### src/rtl/and_snina_ctrl_if.sv
// Bundle of request, randomness, gadget and result signals around the masked AND controller.
// The slave modport is the controller's view; master is the surrounding environment.
interface and_snina_ctrl_if;
    logic       req_valid;
    logic       req_ready;
    logic [2:0] req_a_0, req_a_1, req_a_2;
    logic [2:0] req_b_0, req_b_1, req_b_2;
    logic       rnd_req;
    logic       rnd_valid;
    logic [2:0] rnd_data;
    logic [2:0] g_a_0, g_a_1, g_a_2;
    logic [2:0] g_b_0, g_b_1, g_b_2;
    logic [2:0] g_r;
    logic [2:0] g_c_0, g_c_1, g_c_2;
    logic       g_ok_0, g_ok_1, g_ok_2;
    logic       out_valid;
    logic       out_ready;
    logic [2:0] out_c_0, out_c_1, out_c_2;
    logic       busy;
    logic       alarm;

    modport slave (
        input  req_valid, req_a_0, req_a_1, req_a_2, req_b_0, req_b_1, req_b_2,
        input  rnd_valid, rnd_data,
        input  g_c_0, g_c_1, g_c_2, g_ok_0, g_ok_1, g_ok_2,
        input  out_ready,
        output req_ready, rnd_req,
        output g_a_0, g_a_1, g_a_2, g_b_0, g_b_1, g_b_2, g_r,
        output out_valid, out_c_0, out_c_1, out_c_2, busy, alarm
    );

    modport master (
        output req_valid, req_a_0, req_a_1, req_a_2, req_b_0, req_b_1, req_b_2,
        output rnd_valid, rnd_data,
        output g_c_0, g_c_1, g_c_2, g_ok_0, g_ok_1, g_ok_2,
        output out_ready,
        input  req_ready, rnd_req,
        input  g_a_0, g_a_1, g_a_2, g_b_0, g_b_1, g_b_2, g_r,
        input  out_valid, out_c_0, out_c_1, out_c_2, busy, alarm
    );
endinterface

### src/rtl/and_snina_ctrl.sv
// Sequencer for a 3-share masked AND gadget: captures operands and fresh mask, waits out the
// gadget latency, checks replica consistency and either hands the result out or latches an alarm.
module and_snina_ctrl #(
    parameter int LAT         = 2,
    parameter int RND_TIMEOUT = 15
) (
    input  logic              clk,
    input  logic              reset,
    and_snina_ctrl_if.slave   bus
);
    localparam int WCW = (LAT > 1) ? $clog2(LAT) : 1;
    localparam int RCW = $clog2(RND_TIMEOUT + 1);

    typedef enum logic [2:0] {IDLE, RAND, ISSUE, WAIT, DONE, ALARM} state_t;

    state_t         state_q, state_d;
    logic [WCW-1:0] wcnt_q, wcnt_d;
    logic [RCW-1:0] rcnt_q, rcnt_d;
    logic [8:0]     ga_q, ga_d, gb_q, gb_d, oc_q, oc_d;
    logic [2:0]     gr_q, gr_d;
    logic           req_ready_q, req_ready_d;
    logic           rnd_req_q, rnd_req_d;
    logic           out_valid_q, out_valid_d;
    logic           busy_q, busy_d;
    logic           alarm_q, alarm_d;

    always_comb begin
        state_d = state_q;
        wcnt_d  = wcnt_q;
        rcnt_d  = rcnt_q;
        ga_d    = ga_q;
        gb_d    = gb_q;
        gr_d    = gr_q;
        oc_d    = oc_q;
        case (state_q)
            IDLE: begin
                if (bus.req_valid) begin
                    ga_d    = {bus.req_a_2, bus.req_a_1, bus.req_a_0};
                    gb_d    = {bus.req_b_2, bus.req_b_1, bus.req_b_0};
                    rcnt_d  = '0;
                    state_d = RAND;
                end
            end
            RAND: begin
                // A mask arriving on the would-be timeout cycle wins over the alarm.
                if (bus.rnd_valid) begin
                    gr_d    = bus.rnd_data;
                    state_d = ISSUE;
                end else if (rcnt_q == RCW'(RND_TIMEOUT - 1)) begin
                    rcnt_d  = RCW'(RND_TIMEOUT);
                    state_d = ALARM;
                end else begin
                    rcnt_d  = rcnt_q + RCW'(1);
                end
            end
            ISSUE: begin
                wcnt_d  = '0;
                state_d = WAIT;
            end
            WAIT: begin
                if (wcnt_q == WCW'(LAT - 1)) begin
                    if (bus.g_ok_0 && bus.g_ok_1 && bus.g_ok_2) begin
                        oc_d    = {bus.g_c_2, bus.g_c_1, bus.g_c_0};
                        state_d = DONE;
                    end else begin
                        state_d = ALARM;
                    end
                end else begin
                    wcnt_d = wcnt_q + WCW'(1);
                end
            end
            DONE: begin
                if (bus.out_ready) state_d = IDLE;
            end
            ALARM: state_d = ALARM;
            default: state_d = ALARM;
        endcase

        // Nothing sensitive may remain visible once the block has alarmed.
        if (state_d == ALARM) begin
            ga_d = '0;
            gb_d = '0;
            gr_d = '0;
            oc_d = '0;
        end

        req_ready_d = (state_d == IDLE);
        rnd_req_d   = (state_d == RAND);
        out_valid_d = (state_d == DONE);
        busy_d      = (state_d != IDLE);
        alarm_d     = (state_d == ALARM);
    end

    always_ff @(posedge clk or negedge reset) begin
        if (!reset) begin
            state_q     <= IDLE;
            wcnt_q      <= '0;
            rcnt_q      <= '0;
            ga_q        <= '0;
            gb_q        <= '0;
            gr_q        <= '0;
            oc_q        <= '0;
            req_ready_q <= 1'b1;
            rnd_req_q   <= 1'b0;
            out_valid_q <= 1'b0;
            busy_q      <= 1'b0;
            alarm_q     <= 1'b0;
        end else begin
            state_q     <= state_d;
            wcnt_q      <= wcnt_d;
            rcnt_q      <= rcnt_d;
            ga_q        <= ga_d;
            gb_q        <= gb_d;
            gr_q        <= gr_d;
            oc_q        <= oc_d;
            req_ready_q <= req_ready_d;
            rnd_req_q   <= rnd_req_d;
            out_valid_q <= out_valid_d;
            busy_q      <= busy_d;
            alarm_q     <= alarm_d;
        end
    end

    assign bus.req_ready = req_ready_q;
    assign bus.rnd_req   = rnd_req_q;
    assign bus.out_valid = out_valid_q;
    assign bus.busy      = busy_q;
    assign bus.alarm     = alarm_q;
    assign bus.g_a_0     = ga_q[2:0];
    assign bus.g_a_1     = ga_q[5:3];
    assign bus.g_a_2     = ga_q[8:6];
    assign bus.g_b_0     = gb_q[2:0];
    assign bus.g_b_1     = gb_q[5:3];
    assign bus.g_b_2     = gb_q[8:6];
    assign bus.g_r       = gr_q;
    assign bus.out_c_0   = oc_q[2:0];
    assign bus.out_c_1   = oc_q[5:3];
    assign bus.out_c_2   = oc_q[8:6];
endmodule

### src/flat_wrapper.sv
// flat-port wrapper written by rule: the top's interface ports become plain ports
module and_snina_ctrl_flat 
#(
    parameter int LAT         = 2,
    parameter int RND_TIMEOUT = 15
)
  (clk, reset, bus_req_valid, bus_req_a_0, bus_req_a_1, bus_req_a_2, bus_req_b_0, bus_req_b_1, bus_req_b_2, bus_rnd_valid, bus_rnd_data, bus_g_c_0, bus_g_c_1, bus_g_c_2, bus_g_ok_0, bus_g_ok_1, bus_g_ok_2, bus_out_ready, bus_req_ready, bus_rnd_req, bus_g_a_0, bus_g_a_1, bus_g_a_2, bus_g_b_0, bus_g_b_1, bus_g_b_2, bus_g_r, bus_out_valid, bus_out_c_0, bus_out_c_1, bus_out_c_2, bus_busy, bus_alarm);
  and_snina_ctrl_if bus_i ();
  input  logic clk;
  input  logic reset;
  input wire logic [$bits(bus_i.req_valid)-1:0] bus_req_valid;
  input wire logic [$bits(bus_i.req_a_0)-1:0] bus_req_a_0;
  input wire logic [$bits(bus_i.req_a_1)-1:0] bus_req_a_1;
  input wire logic [$bits(bus_i.req_a_2)-1:0] bus_req_a_2;
  input wire logic [$bits(bus_i.req_b_0)-1:0] bus_req_b_0;
  input wire logic [$bits(bus_i.req_b_1)-1:0] bus_req_b_1;
  input wire logic [$bits(bus_i.req_b_2)-1:0] bus_req_b_2;
  input wire logic [$bits(bus_i.rnd_valid)-1:0] bus_rnd_valid;
  input wire logic [$bits(bus_i.rnd_data)-1:0] bus_rnd_data;
  input wire logic [$bits(bus_i.g_c_0)-1:0] bus_g_c_0;
  input wire logic [$bits(bus_i.g_c_1)-1:0] bus_g_c_1;
  input wire logic [$bits(bus_i.g_c_2)-1:0] bus_g_c_2;
  input wire logic [$bits(bus_i.g_ok_0)-1:0] bus_g_ok_0;
  input wire logic [$bits(bus_i.g_ok_1)-1:0] bus_g_ok_1;
  input wire logic [$bits(bus_i.g_ok_2)-1:0] bus_g_ok_2;
  input wire logic [$bits(bus_i.out_ready)-1:0] bus_out_ready;
  output wire logic [$bits(bus_i.req_ready)-1:0] bus_req_ready;
  output wire logic [$bits(bus_i.rnd_req)-1:0] bus_rnd_req;
  output wire logic [$bits(bus_i.g_a_0)-1:0] bus_g_a_0;
  output wire logic [$bits(bus_i.g_a_1)-1:0] bus_g_a_1;
  output wire logic [$bits(bus_i.g_a_2)-1:0] bus_g_a_2;
  output wire logic [$bits(bus_i.g_b_0)-1:0] bus_g_b_0;
  output wire logic [$bits(bus_i.g_b_1)-1:0] bus_g_b_1;
  output wire logic [$bits(bus_i.g_b_2)-1:0] bus_g_b_2;
  output wire logic [$bits(bus_i.g_r)-1:0] bus_g_r;
  output wire logic [$bits(bus_i.out_valid)-1:0] bus_out_valid;
  output wire logic [$bits(bus_i.out_c_0)-1:0] bus_out_c_0;
  output wire logic [$bits(bus_i.out_c_1)-1:0] bus_out_c_1;
  output wire logic [$bits(bus_i.out_c_2)-1:0] bus_out_c_2;
  output wire logic [$bits(bus_i.busy)-1:0] bus_busy;
  output wire logic [$bits(bus_i.alarm)-1:0] bus_alarm;
  assign bus_i.req_valid = bus_req_valid;
  assign bus_i.req_a_0 = bus_req_a_0;
  assign bus_i.req_a_1 = bus_req_a_1;
  assign bus_i.req_a_2 = bus_req_a_2;
  assign bus_i.req_b_0 = bus_req_b_0;
  assign bus_i.req_b_1 = bus_req_b_1;
  assign bus_i.req_b_2 = bus_req_b_2;
  assign bus_i.rnd_valid = bus_rnd_valid;
  assign bus_i.rnd_data = bus_rnd_data;
  assign bus_i.g_c_0 = bus_g_c_0;
  assign bus_i.g_c_1 = bus_g_c_1;
  assign bus_i.g_c_2 = bus_g_c_2;
  assign bus_i.g_ok_0 = bus_g_ok_0;
  assign bus_i.g_ok_1 = bus_g_ok_1;
  assign bus_i.g_ok_2 = bus_g_ok_2;
  assign bus_i.out_ready = bus_out_ready;
  assign bus_req_ready = bus_i.req_ready;
  assign bus_rnd_req = bus_i.rnd_req;
  assign bus_g_a_0 = bus_i.g_a_0;
  assign bus_g_a_1 = bus_i.g_a_1;
  assign bus_g_a_2 = bus_i.g_a_2;
  assign bus_g_b_0 = bus_i.g_b_0;
  assign bus_g_b_1 = bus_i.g_b_1;
  assign bus_g_b_2 = bus_i.g_b_2;
  assign bus_g_r = bus_i.g_r;
  assign bus_out_valid = bus_i.out_valid;
  assign bus_out_c_0 = bus_i.out_c_0;
  assign bus_out_c_1 = bus_i.out_c_1;
  assign bus_out_c_2 = bus_i.out_c_2;
  assign bus_busy = bus_i.busy;
  assign bus_alarm = bus_i.alarm;
  and_snina_ctrl #(.LAT(LAT), .RND_TIMEOUT(RND_TIMEOUT)) u_core (.clk(clk), .reset(reset), .bus(bus_i));
endmodule
### config.mk
export PLATFORM = sky130hd
export DESIGN_NAME = and_snina_ctrl_flat
export DESIGN_NICKNAME = d
export VERILOG_FILES = /design/src/rtl/and_snina_ctrl_if.sv /design/src/rtl/and_snina_ctrl.sv /design/src/flat_wrapper.sv
export SDC_FILE = /design/constraint.sdc
export NUM_CORES = 1
export LEC_CHECK = 0
export BUFFER_PORTS_ARGS = -buffer_cell sky130_fd_sc_hd__buf_2
export CORE_MARGIN = 2
export CORE_UTILIZATION = 53
export DETAILED_ROUTE_END_ITERATION = 6
export PLACE_DENSITY = 0.87
export REMOVE_ABC_BUFFERS = 1
export SYNTH_ARGS = -nofsm -noshare
export SYNTH_HDL_FRONTEND = slang
export SYNTH_SLANG_ARGS = --single-unit
### constraint.sdc
create_clock -name clk -period 3.1 [get_ports clk]
set_clock_uncertainty 0.2 [all_clocks]
set_input_delay 0 -clock clk [delete_from_list [all_inputs] [get_ports clk]]
set_output_delay 0 -clock clk [all_outputs]
set_load 0.01 [all_outputs]
==> qor.csv, run 1 <==
stage,metric,value,unit
yosys,synth_edf_count,0,
floorplanning,dieArea,0.004413,sq mm
clock_tree,cts_tree,built,
worst_setup_path,crit_path_max_incr_delay,0.76,ns
clock_tree,clk_pin_slew_worst_paths,0.08,ns
sta,fin_crit,2.206,ns
worst_hold_path,hold_depth,3,
finish,postLayoutCoreUtil,74.55,%
power_and_ir_drop,ir_drop,423.8,uV
placed_design,dpl.hpwl,2684,microns
floorplanning,design.core.area,0.003716,sq mm
yosys,dominantRegCellSynth,dfrtp_1,
global_routing,grt_max_degree,44,
route,drc_errors,0,
sta,hold_ws,0.02054,ns
power_and_ir_drop,powerDensity,795.8,mW/mm^2
floorplanning,die_w,66.43,microns
global_routing,grt_pass1_wl,7258,microns
worst_setup_path,end_kind,register,
floorplanning,io-pin-count,73,
floorplanning,start_util,55.59,%
placed_design,placed_area,0.002355,sq mm
yosys,yosys_warnings,0,
finish,fin_nets,302,
placed_design,place_ws,0.9075,ns
finish,drive_gt1_share,36.88,%
sta,max_freq,0.4533,GHz
global_routing,overflow,0,
worst_setup_path,cp_cell_sequence,nand4b_4 > nor2_8 > a21oi_4 > nor3b_1,
finish,antennaDiodeCount,0,
yosys,synthCells,164,
route,firstDrtPassIters,4,
clock_tree,htree_levels,2,
placed_design,gp_congestion,0.7837,
yosys,ys_top_cells_by_area,"dfrtp_1 51%, mux2i_1 15%, a21oi_1 6.5%, a21oi_2 4.7%, buf_6 3.3%",
finish,n_fill_cell,256,
finish,area_growth,34.10,%
sta,hold_violations,0,
route,vias,1614,
status,outcome,completed,
yosys,synthArstFlopShare,100.0,%
clock_tree,post_cts_buffers,0,
yosys,yosysMostFrequentCell,dfrtp_1,
worst_setup_path,reg2reg_depth,4,
worst_setup_path,cp.depth,4,
floorplanning,die_h,66.43,microns
worst_setup_path,cp-start-kind,register,
route,wl_per_cell,14.46,microns
worst_setup_path,critPathBufInv,0,
placed_design,io_buffers,72,
yosys,avgSynthCellArea,12.60,sq um
yosys,synth-seq-cells,43,
clock_tree,cts.path.max_buffers,2,
yosys,yosys.area.top_type,dfrtp_1,
floorplanning,rows,22,
sta,slew_viol_final,0,
global_routing,grtUsageTotal,22.49,%
sta,relSlewSlack,33.92,%
power_and_ir_drop,p_leak,0.001489,uW
yosys,synth_cell_types,37,
worst_setup_path,crit_fanout,36,
global_routing,antenna_found_initial,0,
sta,setup-tns-final,0,ns
clock_tree,cts_root_buffer,clkbuf_8,
sta,setup_viol,0,
worst_hold_path,hold_class,in2reg,
sta,rsz0062_at_grt,no,
flow_run,maxCapViolCount,0,
yosys,ys_seq_area_share,52.15,%
worst_setup_path,arrival,2.22,ns
sta,setup_ws,0.8939,ns
finish,stdcell_area,0.002770,sq mm
route,avgViaCountPerCell,5.190,
yosys,yosysTopAreaCellShare,50.88,%
worst_setup_path,path_delay_family,compound AO/OA/AOI/OAI gates,
worst_setup_path,cp.required,3.11,ns
yosys,syn_area,0.002066,sq mm
worst_setup_path,worstSetupPathType,reg2reg,
clock_tree,clkSinkCount,43,
sta,worst_pin_slew,0.9874,ns
clock_tree,clkLatencyLatePin,0.30,ns
route,wl,4496,microns
worst_setup_path,cp_slowest_cell,a21oi_4,
global_routing,grt_pass1_vias,1639,
yosys,synth_commonest_cells,"42 x dfrtp_1, 30 x mux2i_1, 27 x a21oi_1",
route,drtIter0Drc,69,
route,ant_nets,0,
clock_tree,cts_buffers,5,
sta,fin_crit_sh,71.16,%
==> flip-flops by register name (all words and copies together), names as in the netlist, 3 cells and up <==
register        flops
u_core.bus.g_r      3
u_core.ga_q         9
u_core.gb_q         9
u_core.oc_q         9
u_core.rcnt_q       4
u_core.state_q      3
==> worst paths after layout <==
check	startpoint	to	slack, ns
setup / recovery	u_core.state_q[2]$_DFF_PN0_	u_core.bus.rnd_req$_DFF_PN0_	0.89
hold / removal	bus_req_valid	u_core.rcnt_q[3]$_DFFE_PN0P_	0.02
max in group asynchronous	reset	u_core.wcnt_q$_DFFE_PN0P_	1.96
setup reg to reg	u_core.state_q[2]$_DFF_PN0_	u_core.bus.rnd_req$_DFF_PN0_	0.89
min in group asynchronous	reset	u_core.oc_q[6]$_DFFE_PN0P_	0.19
hold reg to reg	u_core.rcnt_q[0]$_DFFE_PN0P_	u_core.rcnt_q[0]$_DFFE_PN0P_	0.34
==> metal layers <==
layer  part of all wire, %  GRT usage (%)  up-vias
li1                      -              -      784
met1                    42          25.78      759
met2                    50          39.63       65
met3                   6.7          6.303        6
met4                   1.6          8.418        0
met5                     0              0        -
==> where the power goes <==
group | total, uW | internal (uW) | switching [uW]
clock | 361 | 182 | 179
sequential | 922 | 753 | 168
combinational | 922 | 376 | 546
==> worst reg2reg max path, stage by stage (launching register included) <==
cell and delay, ns:
dfrtp_1 0.57, nand4b_4 0.24, nor2_8 0.09, a21oi_4 0.76, nor3b_1 0.27
==> cell families (layout without fill, tap and decap cells) <==
kind of cell | after synthesis | count (layout) | share of synthesized area (%)
simple gates | 27 | 27 | 10.42
flops | 43 | 43 | 52.15
compound gates | 46 | 46 | 14.42
fa+ha+maj | 2 | 2 | 1.211
mux | 30 | 30 | 14.54
buf+inv | 16 | 115 | 7.268
==> per-stage QoR <==
stage | power [uW] | instances
global route | 2371 | 311
detailed placement | 1816 | 271
CTS | 2211 | 311
global placement | 1782 | 271
floorplan | 1491 | 151
finish | 2204 | 311
==> area by class of cell <==
class	count	area (sq um)	share of cell area, %
clock inverter	1	8.758	0.3162
clock buffer	7	86.33	3.117
multi-input combinational	105	845.8	30.53
sequential	43	1077	38.89
timing repair buffer	104	680.7	24.57
tap	48	60.06	2.168
inverter	3	11.26	0.4065
==> timing repair <==
item | 4_1_cts | 5_1_grt
hold buffers | 32 | 0
endpoints found under the hold margin | 76 | 0
resized for setup | 0 | 0
setup endpoints to repair | 0 | 0
==> cells in the final DEF (no fill, tap or decap), types with 2 or more instances in the layout <==
master          n
nor2_1          2
nor3b_1         2
mux2i_1        30
nor3_1          2
ha_1            2
dlygate4sd3_1  32
dfrtp_1        42
nor2b_1         2
nand2_1         5
nand3_1         2
and2_1          2
inv_1           3
a211oi_1        2
buf_2          72
a21oi_1        27
clkbuf_8        6
a21oi_2        10
Power figures use the tool's default switching activity.
==> run 2, diff against run 1 <==
- CORE_UTILIZATION: 53 -> 49
- PLACE_DENSITY: 0.87 -> 0.82
- clock period: 3.1 -> 2.3 ns (I/O delays scaled with it)
==> qor.csv, run 2 (same netlist as run 1, synthesis figures left out) <==
stage,metric,value,unit,change
status,outcome,completed,,
sta,rsz0062_at_grt,no,,
finish,fin_cells,317,,+1.9%
sta,max_freq,0.4646,GHz,+2.5%
floorplanning,design.core.area,0.004029,sq mm,+8.4%
floorplanning,start_util,51.27,%,-4.3 points
sta,setup-tns-final,0,ns,unchanged
finish,drive_gt1_share,37.45,%,+0.57 points
worst_setup_path,worstSetupPathType,reg2reg,,
clock_tree,clkSinkCount,43,,unchanged
worst_setup_path,reg2reg_depth,3,,-1
finish,area_growth,35.01,%,
route,ant_nets,0,,unchanged
finish,seqCellArea,0.001077,sq mm,unchanged
floorplanning,die_h,68.93,microns,+3.8%
finish,postLayoutCoreUtil,69.22,%,-5.3 points
worst_hold_path,hold_path_end,u_core.rcnt_q[3]$_DFFE_PN0P_,,
worst_setup_path,crit_fanout,36,,unchanged
clock_tree,clkLatencyLatePin,0.29,ns,about the same
floorplanning,dieArea,0.004751,sq mm,+7.7%
route,vias,1654,,+2.5%
route,wl,4975,microns,+11%
route,drc_errors,0,,unchanged
worst_setup_path,reg2reg_from,u_core.state_q[2]$_DFF_PN0_,,
worst_setup_path,cp-start-kind,register,,
route,wl_per_cell,15.69,microns,+8.6%
finish,final_common_cell,buf_2,,
placed_design,dpl.hpwl,2763,microns,+3.0%
global_routing,antenna_found_initial,0,,unchanged
clock_tree,cts_buffers,5,,unchanged
clock_tree,cts_tree,built,,
floorplanning,io-pin-count,73,,unchanged
finish,fin_nets,306,,+1.3%
finish,antennaDiodeCount,0,,unchanged
placed_design,gp_congestion,0.8024,,+2.4%
clock_tree,cts_root_buffer,clkbuf_8,,
global_routing,overflow,0,,unchanged
finish,top_regs,"u_core.ga_q x9, u_core.gb_q x9, u_core.oc_q x9",,
worst_setup_path,r2r-end,u_core.gb_q[2]$_DFFE_PN0P_,,
worst_setup_path,end_kind,register,,
sta,relSlewSlack,32.61,%,-1.3 points
global_routing,grt_max_degree,44,,unchanged
power_and_ir_drop,fin_total_pwr,3023,uW,+37%
global_routing,grtUsageTotal,22.85,%,+0.35 points
clock_tree,htree_levels,2,,unchanged
finish,n_fill_cell,287,,+12%
clock_tree,cts.path.max_buffers,2,,unchanged
global_routing,grt_pass1_wl,7845,microns,+8.1%
clock_tree,cts-resized-gates,0,,unchanged
route,avgViaCountPerCell,5.218,,+0.54%
placed_design,dp_cells,277,,+2.2%
sta,slew_viol_final,0,,unchanged
floorplanning,die_w,68.93,microns,+3.8%
clock_tree,post_cts_buffers,0,,unchanged
sta,setup_viol,0,,unchanged
clock_tree,clk_pin_slew_worst_paths,0.08,ns,about the same
route,drtIter0Drc,67,,-2.9%
power_and_ir_drop,ir_drop,637.2,uV,+50%
flow_run,maxCapViolCount,0,,unchanged
route,firstDrtPassIters,4,,unchanged
worst_hold_path,hold_start,bus_req_valid,,
power_and_ir_drop,p_leak,0.001502,uW,+0.88%
sta,worst_pin_slew,1.007,ns,+0.01966 ns
worst_setup_path,cp.required,2.23,ns,-0.88 ns
finish,final_cell_mix,"72 x buf_2, 42 x dfrtp_1, 32 x dlygate4sd3_1",,
finish,multiInputGateArea,845.8,sq um,unchanged
power_and_ir_drop,powerDensity,1084,mW/mm^2,+36%
worst_setup_path,reg2reg_slack,0.15,ns,-0.75 ns
worst_setup_path,arrival,2.08,ns,-0.14 ns
sta,hold_violations,0,,unchanged
placed_design,io_buffers,72,,unchanged
global_routing,grt_pass1_vias,1601,,-2.3%
worst_hold_path,hold_class,in2reg,,
sta,fin_crit_sh,93.58,%,+22 points
floorplanning,rows,23,,+4.5%
sta,fin_crit,2.152,ns,-0.05376 ns
worst_hold_path,hold_depth,3,,unchanged
[run 2: cell types whose count changed in the layout (fill, tap and decap cells not counted)]
cell,delta
clkbuf_8,-1
clkbuf_1,+1
clkinv_2,+1
buf_4,+4
clkinv_4,-1
[run 2: final cells by class]
type | count | share of cell area (%)
Tap cell | 50 | 2.243
Inverter | 3 | 0.4038
Clock buffer | 7 | 2.737
Clock inverter | 1 | 0.1795
Timing Repair Buffer | 108 | 25.48
Sequential cell | 43 | 38.63
Multi-Input combinational cell | 105 | 30.33
[run 2: where the power goes]
group | internal [uW] | switching [uW] | leakage (uW)
Combinational | 547 | 789 | 0.000890
Clock | 213 | 250 | 0.0000422
Sequential | 1010 | 209 | 0.000570
[run 2: worst max-delay path by stage]
stage                                      from                           end  slack (ns)  cells after the start
floorplan           u_core.state_q[2]$_DFF_PN0_  u_core.bus.rnd_req$_DFF_PN0_        0.07                      4
global placement    u_core.state_q[2]$_DFF_PN0_    u_core.ga_q[3]$_DFFE_PN0P_        0.30                      3
detailed placement  u_core.state_q[2]$_DFF_PN0_    u_core.gb_q[2]$_DFFE_PN0P_        0.17                      3
CTS                 u_core.state_q[2]$_DFF_PN0_    u_core.ga_q[7]$_DFFE_PN0P_        0.19                      3
global route        u_core.state_q[2]$_DFF_PN0_    u_core.ga_q[7]$_DFFE_PN0P_        0.04                      3
finish              u_core.state_q[2]$_DFF_PN0_    u_core.gb_q[2]$_DFFE_PN0P_        0.15                      3
[run 2: metal layers]
metal	track usage [%]	wire, microns	up-vias
li1	-	-	790
met1	29.59	2092	799
met2	38.10	2558	57
met3	5.682	277	8
met4	6.373	46	0
met5	0	0	-
[run 2: critical path: stages, from the launching register on]
cell     delay [ns]
dfrtp_1        0.59
a21oi_1        0.18
o21ai_4        0.80
a21oi_1        0.21
[run 2: what timing repair did]
item                                    CTS  global route
hold buffers                             32             0
endpoints found under the setup margin    0             0
endpoints found under the hold margin    74             0
[run 2: through the flow]
step	instance area, sq um	setup WS (ns)	hold slack (ns)
4_1_cts	2789	0.1947	0.01295
5_1_grt	2789	0.04018	0.06168
2_1_floorplan	1927	0.07317	-0.4956
3_3_place_gp	2387	0.2958	-0.01141
3_5_place_dp	2387	0.1697	-0.01449
6_report	2789	0.1477	0.01295
